==> config.mk <==
export PLATFORM = sky130hd
export DESIGN_NAME = datapath_sequencer
export DESIGN_NICKNAME = d
export VERILOG_FILES = /design/src/rtl/datapath_sequencer.sv
export SDC_FILE = /design/constraint.sdc
export NUM_CORES = 1
export LEC_CHECK = 0
export CORE_UTILIZATION = 35
export CTS_CLUSTER_SIZE = 20
export DETAILED_ROUTE_END_ITERATION = 10
export PLACE_DENSITY_LB_ADDON = 0.25
export SLEW_MARGIN = 10
export SYNTH_ARGS = -nofsm -noshare
export SYNTH_HDL_FRONTEND = slang
export SYNTH_SLANG_ARGS = --single-unit
==> constraint.sdc <==
create_clock -name clock -period 4.7 [get_ports clock]
set_input_delay 0.94 -clock clock [delete_from_list [all_inputs] [get_ports clock]]
set_output_delay 0.94 -clock clock [all_outputs]
set_load 0.1 [all_outputs]
==> src/rtl/datapath_sequencer.sv <==
// Micro-command sequencer for the RA/RB/RZ datapath: accepts one command per valid/ready
// handshake and issues registered register-load and bus-drive strobes across T-states.
module datapath_sequencer #(
  parameter int CNT_W = 4
) (
  input  logic             clock,
  input  logic             clear,
  input  logic             cmd_valid,
  input  logic [2:0]       cmd_op,
  input  logic [CNT_W-1:0] cmd_count,
  output logic             cmd_ready,
  output logic             busy,
  output logic             RAin,
  output logic             RBin,
  output logic             RZin,
  output logic             RAout,
  output logic             RBout,
  output logic             RZout,
  output logic             done,
  output logic             err
);

  localparam logic [2:0] OP_NOP  = 3'b000;
  localparam logic [2:0] OP_LDA  = 3'b001;
  localparam logic [2:0] OP_ADDA = 3'b010;
  localparam logic [2:0] OP_ADDB = 3'b011;
  localparam logic [2:0] OP_MOVA = 3'b100;
  localparam logic [2:0] OP_REPB = 3'b101;

  localparam logic [CNT_W-1:0] CNT_ZERO = {CNT_W{1'b0}};
  localparam logic [CNT_W-1:0] CNT_ONE  = {{(CNT_W-1){1'b0}}, 1'b1};

  // Output vector layout: {cmd_ready, busy, RAin, RBin, RZin, RAout, RBout, RZout, done, err}
  localparam logic [9:0] OUT_IDLE = 10'b10_000_000_00;

  typedef enum logic [1:0] {
    S_IDLE = 2'b00,
    S_T1   = 2'b01,
    S_T2   = 2'b10,
    S_DONE = 2'b11
  } state_e;

  state_e           state_q, state_d;
  logic [2:0]       op_q, op_d;
  logic [CNT_W-1:0] cnt_q, cnt_d;
  logic [9:0]       out_q, out_d;

  function automatic logic op_legal(input logic [2:0] op);
    return (op <= OP_REPB);
  endfunction

  always_ff @(posedge clock or negedge clear) begin
    if (!clear) begin
      state_q <= S_IDLE;
      op_q    <= 3'b000;
      cnt_q   <= CNT_ZERO;
    end else begin
      state_q <= state_d;
      op_q    <= op_d;
      cnt_q   <= cnt_d;
    end
  end

  always_comb begin
    state_d = state_q;
    op_d    = op_q;
    cnt_d   = cnt_q;
    case (state_q)
      S_IDLE: begin
        if (cmd_valid) begin
          op_d  = cmd_op;
          cnt_d = cmd_count;
          case (cmd_op)
            OP_NOP: state_d = S_DONE;
            OP_LDA, OP_ADDA, OP_ADDB, OP_MOVA: state_d = S_T1;
            OP_REPB: begin
              if (cmd_count == CNT_ZERO) begin
                state_d = S_DONE;
              end else begin
                state_d = S_T1;
              end
            end
            default: state_d = S_DONE;
          endcase
        end else begin
          state_d = S_IDLE;
        end
      end
      S_T1: begin
        case (op_q)
          OP_ADDA, OP_ADDB, OP_REPB: state_d = S_T2;
          default:                   state_d = S_DONE;
        endcase
      end
      S_T2: begin
        // REPB loops back to T1 until the last pair has been issued
        if ((op_q == OP_REPB) && (cnt_q != CNT_ONE)) begin
          cnt_d   = cnt_q - CNT_ONE;
          state_d = S_T1;
        end else begin
          state_d = S_DONE;
        end
      end
      S_DONE:  state_d = S_IDLE;
      default: state_d = S_IDLE;
    endcase
  end

  // Outputs are decoded from the next state so they appear registered in the state they describe
  always_comb begin
    out_d = 10'b00_000_000_00;
    case (state_d)
      S_IDLE: out_d[9] = 1'b1;
      S_T1: begin
        out_d[8] = 1'b1;
        case (op_d)
          OP_LDA: out_d[7] = 1'b1;
          OP_ADDA: begin
            out_d[5] = 1'b1;
            out_d[4] = 1'b1;
          end
          OP_ADDB, OP_REPB: begin
            out_d[5] = 1'b1;
            out_d[3] = 1'b1;
          end
          OP_MOVA: begin
            out_d[6] = 1'b1;
            out_d[4] = 1'b1;
          end
          default: out_d[7] = 1'b0;
        endcase
      end
      S_T2: begin
        out_d[8] = 1'b1;
        out_d[6] = 1'b1;
        out_d[2] = 1'b1;
      end
      S_DONE: begin
        out_d[8] = 1'b1;
        out_d[1] = 1'b1;
        out_d[0] = ~op_legal(op_d);
      end
      default: out_d[9] = 1'b1;
    endcase
  end

  always_ff @(posedge clock or negedge clear) begin
    if (!clear) begin
      out_q <= OUT_IDLE;
    end else begin
      out_q <= out_d;
    end
  end

  assign cmd_ready = out_q[9];
  assign busy      = out_q[8];
  assign RAin      = out_q[7];
  assign RBin      = out_q[6];
  assign RZin      = out_q[5];
  assign RAout     = out_q[4];
  assign RBout     = out_q[3];
  assign RZout     = out_q[2];
  assign done      = out_q[1];
  assign err       = out_q[0];

endmodule

# Word-level counts from Yosys, hierarchy flattened
# Index checks and enable logic that the tools add are counted.
# word_totals
ff_bits	19
inputBits	10
wordCells	64
# op_classes
addsub	1
magnitude_cmp	1
eq_ne	22
muxes	23
bitwise_logic	1
n_reduce_logical	12
# ops
op	n
== test 3 x 2 -> 1 bit (second input constant)	6
== test 3 bit (second input constant)	5
two-way mux 1 bit	10
two-way mux 3 bit	3
OR reduction 3 bit	3
== test 2 bit (second input constant)	4
two-way mux 2 bit	4
two-way mux 4 bit	2
case mux 2 bit (4 select lines)	1
case mux 4 bit (2 select lines)	1
== test 3 x 1 -> 1 bit (second input constant)	2
== test 2 x 1 -> 1 bit (second input constant)	2
zero test 2 bit	2
zero test 4 bit	1
!= test 2 bit (second input constant)	2
!= test 4 x 1 -> 1 bit (second input constant)	1
case mux 2 bit (2 select lines)	1
OR reduction 2 bit	2
OR reduction 4 bit	1
subtractor 4 x 1 -> 4 bit (second input constant)	1
<= comparator 3 bit (second input constant)	1
AND reduction 3 bit	1
case mux 1 bit (2 select lines)	1
nonzero test 2 bit	1
2 further kinds	2

# Depth between registers and ports, before layout
# Gate-level depths: netlist of run 1.
# logic_depth
word_depth	8
depth_mapped	7
ltp_nobuf	6

# Worst setup path after synthesis of run 1
# Ideal clock, no wire load.
# synth_timing
kind	in2reg
from	input port cmd_valid
to	register out_q[6]
arrival_time_ns	2.151
required_time_ns	4.621
path_slack_ns	2.469
cell_stages	5
path_cell_list	nor3b_4 mux2i_1 inv_1 or4_1 mux2i_1
# synth_via
elab_chain_cells	5
word_cells_on_any_way	9
cone_classes	3 x eq/ne; 6 x mux
# synth_rtl
item	line_no	text
start, declared	8	input logic cmd_valid,
two-way mux 3 bit	70	if (cmd_valid) begin
two-way mux 3 bit	68	case (state_q)
named net op_d[0]	44	logic [2:0] op_q, op_d;
== test 3 bit	116	case (op_d)
two-way mux 1 bit	116	
case mux 1 bit (2 select lines)	112	case (state_d)
named net out_d[6]	46	logic [9:0] out_q, out_d;
end signal, assigned	151	out_q <= out_d;
end, declared	46	
# The timed path passes the listed nets, and every way through them passes these cells.
# A chain may end at the register's enable or synchronous reset.

# Worst setup path after layout of run 1
# layout_timing
from	register out_q[9]
to	output port cmd_ready
# layout_lines
item	line_no	text
end, declared	11	output logic cmd_ready,
# No word-level cell between the ends.

==> flow_metrics.py, run 1 <==
metrics = {
    "outcome": {
        "outcome": "complete, no violations",
    },
    "logic_synthesis": {
        "synth_edf_count": 0,
        "synth_area_leaders": "dfrtp_1 49%, mux2i_1 4.4%, dfstp_2 2.9%",
        "yosys.area.top_type": "dfrtp_1",
        "syn_area_sq_um": 911,
        "synthDistinctLibCells": 34,
        "synthDominantCellAreaShare": 0.495,
        "syn_inst": 82,
        "postSynthNetCount": 94,
        "avgSynthCellArea_sq_um": 11.1,
        "ys_dominant_reg_cell": "dfrtp_1",
        "yosysWarningCount": 0,
        "ys_seq_elements": 19,
        "yosysSeqAreaShare": 0.523,
        "async_reset_ff_frac": 1.00,
    },
    "worst_setup_path": {
        "path_cells": "clkdlybuf4s50_1",
        "startpoint_type": "flip-flop",
        "path_class": "reg2out",
        "cp_slowest_cell": "clkdlybuf4s50_1",
        "path_buf_inv": 1,
        "arrival_ps": 1940,
        "critPathMaxFanout": 1,
        "crit_path_end_kind": "output port",
        "slowest_delay_ps": 1120,
        "crit_required_ps": 3760,
        "crit_family": "buffers and inverters",
    },
    "die": {
        "die_x_microns": 53.0,
        "initial_core_util": 0.368,
        "die_h_microns": 53.0,
        "die_area_sq_um": 2810,
        "ios": 20,
        "core-area_sq_um": 2480,
        "num_rows": 18,
    },
    "finish": {
        "drive_gt1_frac": 0.0588,
        "final_nets": 115,
        "area_growth_pct": 25.0,
        "final_util": 0.460,
        "layout_common_cells": "19 x clkdlybuf4s50_1, 18 x dfrtp_1, 6 x inv_1, 6 x nor2_1",
        "final_common_cell": "clkdlybuf4s50_1",
        "antenna_cells": 0,
    },
    "routing": {
        "routed_wl_microns": 1680,
        "drt_iter0_markers": 5,
        "drcViolationCount": 0,
        "vias": 671,
        "wire_per_inst_microns": 12.7,
        "drt_first_pass_iters": 4,
        "avgViaCountPerCell": 5.08,
        "ant_nets": 0,
    },
    "run": {
        "drv_cap": 0,
    },
    "cts": {
        "ctsHoldBuffers": 0,
        "cts_tree": "built",
        "htree_levels": 1,
        "numCtsBuffers": 3,
        "clock_latency_ps": 300,
        "cts_resized": 0,
        "cts.reportedPaths.clkPinSlew_ps": 110,
        "clock_sinks": 19,
        "clock_path_buffers": 2,
        "clock-root-buffer": "clkbuf_4",
        "post_cts_buffers": 0,
    },
    "global_route": {
        "track_usage": 0.149,
        "first_global_vias": 632,
        "overflow": 0,
        "grt_max_degree": 20,
        "grt_pass1_wl_microns": 2880,
        "antenna_found_initial": 0,
    },
    "placement": {
        "gp_congestion": 0.872,
        "port_buffers": 19,
        "dpl.hpwl_microns": 1270,
        "place_ws_ps": 1790,
    },
    "sta": {
        "finalHoldViolations": 0,
        "min_period_over_period": 0.613,
        "tns_ps": 0,
        "fin_crit_ps": 2880,
        "max_slew_margin": 0.354,
        "report.final.slew_viol_count": 0,
        "finalSetupViolCount": 0,
        "fin_worst_skew_ps": 7.39,
        "timing.fmax_ghz": 0.347,
        "setup_slack_ps": 1820,
        "worst_pin_slew_ps": 967,
        "whs_ps": 586,
        "rsz0062_at_grt": "no",
    },
    "worst_hold_path": {
        "hold_path.class": "reg2reg",
    },
}
## path summary, 6_finish.rpt
check	start	endpoint	slack (ps)	depth (start not counted)
setup / recovery	out_q[9]	cmd_ready	1820	1
hold / removal	cnt_q[1]	cnt_q[1]	590	2
setup reg to reg	cnt_q[1]	out_q[0]	2550	6
hold reg to reg	cnt_q[1]	cnt_q[1]	590	2
max in group asynchronous	clear	out_q[1]	3070	1
min in group asynchronous	clear	op_q[2]	1110	1
## layout make-up
class	count	area [sq um]
clock buffers	3	22.5
clock inverters	1	5.00
fillers	249	1340
inverters	6	22.5
multi-input cells	54	384
flip-flops and latches	19	477
well taps	30	37.5
repair buffers	19	190
## sequential cells by signal, summed over array words and instances (netlist names)
signal / cells
op_q: 3
state_q: 2
out_q: 10
cnt_q: 4
## metal layers
| metal | up-vias | global-route usage | wire, microns |
|---|---|---|---|
| met4 | 0 | 0.0526 | 19 |
| li1 | 334 | - | - |
| met1 | 316 | 0.188 | 827 |
| met5 | - | 0 | 0 |
| met3 | 4 | 0.0546 | 84 |
| met2 | 17 | 0.232 | 746 |
## through the flow
step | area (sq um) | cells
floorplan | 911 | 82
global placement | 1110 | 128
detailed placement | 1110 | 128
CTS | 1140 | 132
global route | 1140 | 132
finish | 1140 | 132
## cells in the mapped netlist, types with 2 or more instances
master	instances
mux2i_1	4
dfrtp_1	18
or3_1	2
o21ai_0	2
inv_1	6
nor4_1	2
ha_1	2
and2_1	3
nand2b_1	4
buf_6	2
nor2_1	6
a21oi_1	2
nor3_1	3
a211oi_1	2
a2bb2oi_1	2
nor2b_1	3
nand2_1	2
## cell families (layout without fill, tap and decap cells)
kind of cell / Yosys count / count (layout) / share of synthesized area
compound gates: 14 / 14 / 0.111
xor+xnor: 1 / 1 / 0.00962
fa+ha+maj: 2 / 2 / 0.0275
buf+inv: 9 / 29 / 0.0549
flops: 19 / 19 / 0.523
mux: 5 / 5 / 0.0563
simple gates: 32 / 32 / 0.217
Power of run 1 is left out: the tool's default activity adds up to more than one toggle a clock period on the data nets, which glitch-free logic cannot reach.
==> run 2: changes to the inputs <==
==> constraint.sdc (replaced) <==
create_clock -name clock -period 2.35 [get_ports clock]
set_input_delay 0.47 -clock clock [delete_from_list [all_inputs] [get_ports clock]]
set_output_delay 0.47 -clock clock [all_outputs]
set_load 0.1 [all_outputs]
==> run 2 against run 1 <==
Against the previous run: sequential share of layout area is 0.46 points lower; register-to-register slack got worse by 2200 ps; global-route usage up 0.88 points; clock-buffer cell count unchanged; highest routed layer unchanged; cell count is 3.8% higher; critical endpoint is now out_q[5]; first-iteration DRC count is 60% higher; non-clock buffer count rose by 5; cell area rose by 1.1%; critical path type is now in2reg; die area unchanged; sequential cell count unchanged; utilization is 0.50 points higher; critical path depth rose by 4.
==> flow_metrics.py, run 2 (synthesis results as in run 1) <==
metrics = {
    "sta": {
        "min_period_over_period": 0.894,
        "timing.fmax_ghz": 0.476,
        "fin_worst_skew_ps": 7.37,
        "report.final.slew_viol_count": 0,
        "max_slew_margin": 0.661,
        "rsz0062_at_grt": "no",
        "fin_crit_ps": 2100,
        "finalHoldViolations": 0,
        "finalSetupViolCount": 0,
        "worst_pin_slew_ps": 495,
    },
    "placement": {
        "port_buffers": 19,
        "postPlaceCellArea_sq_um": 1120,
        "gp_congestion": 0.852,
        "dpl.hpwl_microns": 1370,
        "place_inst": 133,
    },
    "routing": {
        "wire_per_inst_microns": 13.1,
        "drt_iter0_markers": 8,
        "avgViaCountPerCell": 4.99,
        "vias": 684,
        "ant_nets": 0,
        "drcViolationCount": 0,
        "drt_first_pass_iters": 4,
        "routed_wl_microns": 1800,
    },
    "cts": {
        "clock-root-buffer": "clkbuf_4",
        "cts_resized": 0,
        "post_cts_buffers": 0,
        "cts.reportedPaths.clkPinSlew_ps": 110,
        "clock_latency_ps": 300,
        "ctsHoldBuffers": 0,
        "clock_sinks": 19,
        "htree_levels": 1,
        "cts_tree": "built",
        "numCtsBuffers": 3,
        "clock_path_buffers": 2,
    },
    "worst_setup_path": {
        "r2r_start": "state_q[0]",
        "reg2reg_to": "out_q[5]",
        "crit_path_end_kind": "flip-flop",
        "worstSetupEndpoint": "out_q[5]",
        "startpoint": "cmd_valid",
        "rr_worst_depth": 4,
        "path_class": "in2reg",
        "crit_required_ps": 2570,
        "arrival_ps": 2320,
        "startpoint_type": "input port",
        "critPathMaxFanout": 7,
        "rrSetupSlack_ps": 390,
    },
    "global_route": {
        "antenna_found_initial": 0,
        "grt_max_degree": 20,
        "track_usage": 0.158,
        "overflow": 0,
        "grt_pass1_wl_microns": 3020,
        "first_global_vias": 652,
    },
    "finish": {
        "layout_common_cells": "18 x dfrtp_1, 15 x buf_4, 9 x clkdlybuf4s50_1",
        "reg_top3": "out_q x10, cnt_q x4, op_q x3",
        "drive_gt1_frac": 0.196,
        "fin_cells": 137,
        "largest_reg_flops": 10,
        "area_growth_pct": 26.4,
        "final_common_cell": "dfrtp_1",
        "regMostFlops": "out_q",
        "final_nets": 120,
        "fin_area_sq_um": 1150,
        "antenna_cells": 0,
    },
    "run": {
        "drv_cap": 0,
    },
    "die": {
        "initial_core_util": 0.368,
        "num_rows": 18,
        "die_h_microns": 53.0,
        "die_area_sq_um": 2810,
        "die_x_microns": 53.0,
        "core-area_sq_um": 2480,
        "ios": 20,
    },
    "worst_hold_path": {
        "hold_path.class": "in2async",
    },
    "outcome": {
        "outcome": "complete, no violations",
    },
}
[run 2: critical path: stages]
cell,delay [ps]
clkdlybuf4s50_1,510
nor3b_4,300
mux2_1,450
or3_1,350
a211oi_1,230
[run 2: worst min-delay path by stage]
stage,startpoint,endpoint
after floorplan,clear,cnt_q[0]
after global placement,cnt_q[3],cnt_q[3]
after detailed placement,cnt_q[0],cnt_q[0]
after CTS,clear,state_q[1]
after global routing,clear,cnt_q[2]
final,clear,state_q[1]
[run 2: area by class of cell]
type | instances | area, sq um
Multi-Input combinational cell | 54 | 384
Timing Repair Buffer | 24 | 203
Clock buffer | 3 | 22.5
Clock inverter | 1 | 5.00
Sequential cell | 19 | 477
Fill cell | 251 | 1330
Inverter | 6 | 22.5
Tap cell | 30 | 37.5
[run 2: metal layers]
layer | track usage | wire [microns] | up-vias
li1 | - | - | 344
met2 | 0.257 | 885 | 10
met1 | 0.189 | 803 | 326
met3 | 0.0259 | 57 | 4
met5 | 0 | 0 | -
met4 | 0.105 | 53 | 0
[run 2: per-stage QoR]
| stage | worst slack [ps] | hold WS (ps) | util | setup TNS (ps) |
|---|---|---|---|---|
| after global placement | 21.6 | 564 | 0.454 | 0 |
| after detailed placement | -103 | 576 | 0.454 | -103 |
| after global routing | 177 | 504 | 0.465 | 0 |
| after floorplan | 554 | 174 | - | 0 |
| final | 250 | 493 | 0.465 | 0 |
| after CTS | 243 | 498 | 0.465 | 0 |
Power of run 2 is left out for the same reason.
==> run 3: changes to the inputs <==
--- a/config.mk
+++ b/config.mk
@@ -5,6 +5,8 @@
 export SDC_FILE = /design/constraint.sdc
 export NUM_CORES = 1
 export LEC_CHECK = 0
+export ABC_AREA = 0
+export CORE_MARGIN = 1.5
 export CORE_UTILIZATION = 35
 export CTS_CLUSTER_SIZE = 20
 export DETAILED_ROUTE_END_ITERATION = 10
==> run 3 against run 2 <==
Against the previous run: non-clock buffer count is the same; die area grew 3.8%; utilization is the same; global-route usage shrank 1.4 points; via count shrank 1.3%; sequential share of layout area is the same; highest routed layer unchanged; clock skew shrank 4.1 ps; cell count is the same.
==> flow_metrics.py, run 3 (synthesis results as in run 1) <==
metrics = {
    "sta": {
        "fin_crit_ps": 2090,
        "setup_slack_ps": 264,
        "timing.fmax_ghz": 0.479,
        "max_slew_margin": 0.649,
        "fin_worst_skew_ps": 3.25,
        "finalHoldViolations": 0,
        "min_period_over_period": 0.888,
        "finalSetupViolCount": 0,
        "report.final.slew_viol_count": 0,
        "worst_pin_slew_ps": 512,
        "rsz0062_at_grt": "no",
    },
    "global_route": {
        "track_usage": 0.144,
        "grt_max_degree": 20,
        "grt_pass1_wl_microns": 2900,
        "antenna_found_initial": 0,
        "overflow": 0,
        "first_global_vias": 629,
    },
    "placement": {
        "dpl.hpwl_microns": 1340,
        "port_buffers": 19,
        "place_ws_ps": -22.2,
        "gp_congestion": 0.865,
    },
    "worst_setup_path": {
        "arrival_ps": 2300,
        "crit_family": "simple AND/OR/NAND/NOR gates",
        "path_cells": "clkdlybuf4s50_1, nor3b_4, mux2_1, or3_1, a211oi_1",
        "crit_path_end_kind": "flip-flop",
        "cp_slowest_cell": "clkdlybuf4s50_1",
        "r2r_start": "state_q[0]",
        "slowest_delay_ps": 510,
        "rr_worst_depth": 4,
        "path_class": "in2reg",
        "path_buf_inv": 1,
        "startpoint_type": "input port",
        "crit_required_ps": 2560,
        "critPathMaxFanout": 7,
        "reg2reg_to": "out_q[5]",
        "rrSetupSlack_ps": 420,
    },
    "routing": {
        "vias": 675,
        "avgViaCountPerCell": 4.93,
        "ant_nets": 0,
        "routed_wl_microns": 1770,
        "drcViolationCount": 0,
        "wire_per_inst_microns": 12.9,
        "drt_first_pass_iters": 5,
        "drt_iter0_markers": 7,
    },
    "outcome": {
        "outcome": "complete, no violations",
    },
    "cts": {
        "cts_tree": "built",
        "clock-root-buffer": "clkbuf_4",
        "post_cts_buffers": 0,
        "ctsHoldBuffers": 0,
        "cts_resized": 0,
        "clock_sinks": 19,
        "clock_latency_ps": 290,
        "cts.reportedPaths.clkPinSlew_ps": 110,
        "clock_path_buffers": 2,
        "htree_levels": 1,
        "numCtsBuffers": 3,
    },
    "worst_hold_path": {
        "hold_path.class": "in2async",
    },
    "run": {
        "drv_cap": 0,
    },
    "finish": {
        "drive_gt1_frac": 0.196,
        "final_nets": 120,
        "reg_top3": "out_q x10, cnt_q x4, op_q x3",
        "largest_reg_flops": 10,
        "multi_input_comb_area_sq_um": 384,
        "fill_cells": 249,
        "regArea_sq_um": 477,
        "regMostFlops": "out_q",
        "final_common_cell": "dfrtp_1",
        "antenna_cells": 0,
        "area_growth_pct": 26.4,
        "layout_common_cells": "18 x dfrtp_1, 15 x buf_4, 9 x clkdlybuf4s50_1",
    },
    "die": {
        "die_area_sq_um": 2920,
        "initial_core_util": 0.368,
        "die_h_microns": 54.0,
        "ios": 20,
        "core-area_sq_um": 2480,
        "num_rows": 18,
        "die_x_microns": 54.0,
    },
}
## run 3: cell counts in the layout (fill, tap and decap cells not counted)
No cell type changed its count.
## run 3: worst register-to-register path, cell delays in order (launching register included)
cell      delay (ps)
dfrtp_1          510
nor3b_4          340
mux2_1           450
or3_1            330
a211oi_1         220
## run 3: how the worst max path moves through the flow
stage                from  endpoint  slack [ps]  cells past startpoint
2_1_floorplan  state_q[0]  out_q[6]         550                      6
3_3_place_gp    cmd_valid  out_q[5]          20                      5
3_5_place_dp    cmd_valid  out_q[5]         -20                      5
4_1_cts         cmd_valid  out_q[5]         280                      5
5_1_grt         cmd_valid  out_q[5]         190                      5
6_report        cmd_valid  out_q[5]         260                      5
## run 3: layout make-up
type,instances,area share
Tap cell,30,0.0326
Clock inverter,1,0.00435
Clock buffer,3,0.0196
Timing Repair Buffer,24,0.176
Multi-Input combinational cell,54,0.334
Inverter,6,0.0196
Sequential cell,19,0.414
## run 3: stage by stage
| step | std cells | area, sq um | hold slack [ps] | TNS (ps) | util |
|---|---|---|---|---|---|
| 3_3_place_gp | 133 | 1120 | 564 | 0 | 0.454 |
| 6_report | 137 | 1150 | 504 | 0 | 0.465 |
| 2_1_floorplan | 82 | 911 | 174 | 0 | - |
| 5_1_grt | 137 | 1150 | 502 | 0 | 0.465 |
| 3_5_place_dp | 133 | 1120 | 578 | -22.2 | 0.454 |
| 4_1_cts | 137 | 1150 | 502 | 0 | 0.465 |
## run 3: routing by layer
layer / global-route usage / up-vias / part of all wire
met5: 0 / - / 0
met4: 0.0750 / 0 / 0.0074
met3: 0.0389 / 2 / 0.040
met2: 0.215 / 10 / 0.48
met1: 0.189 / 323 / 0.47
li1: - / 340 / -
Power of run 3 is left out for the same reason.
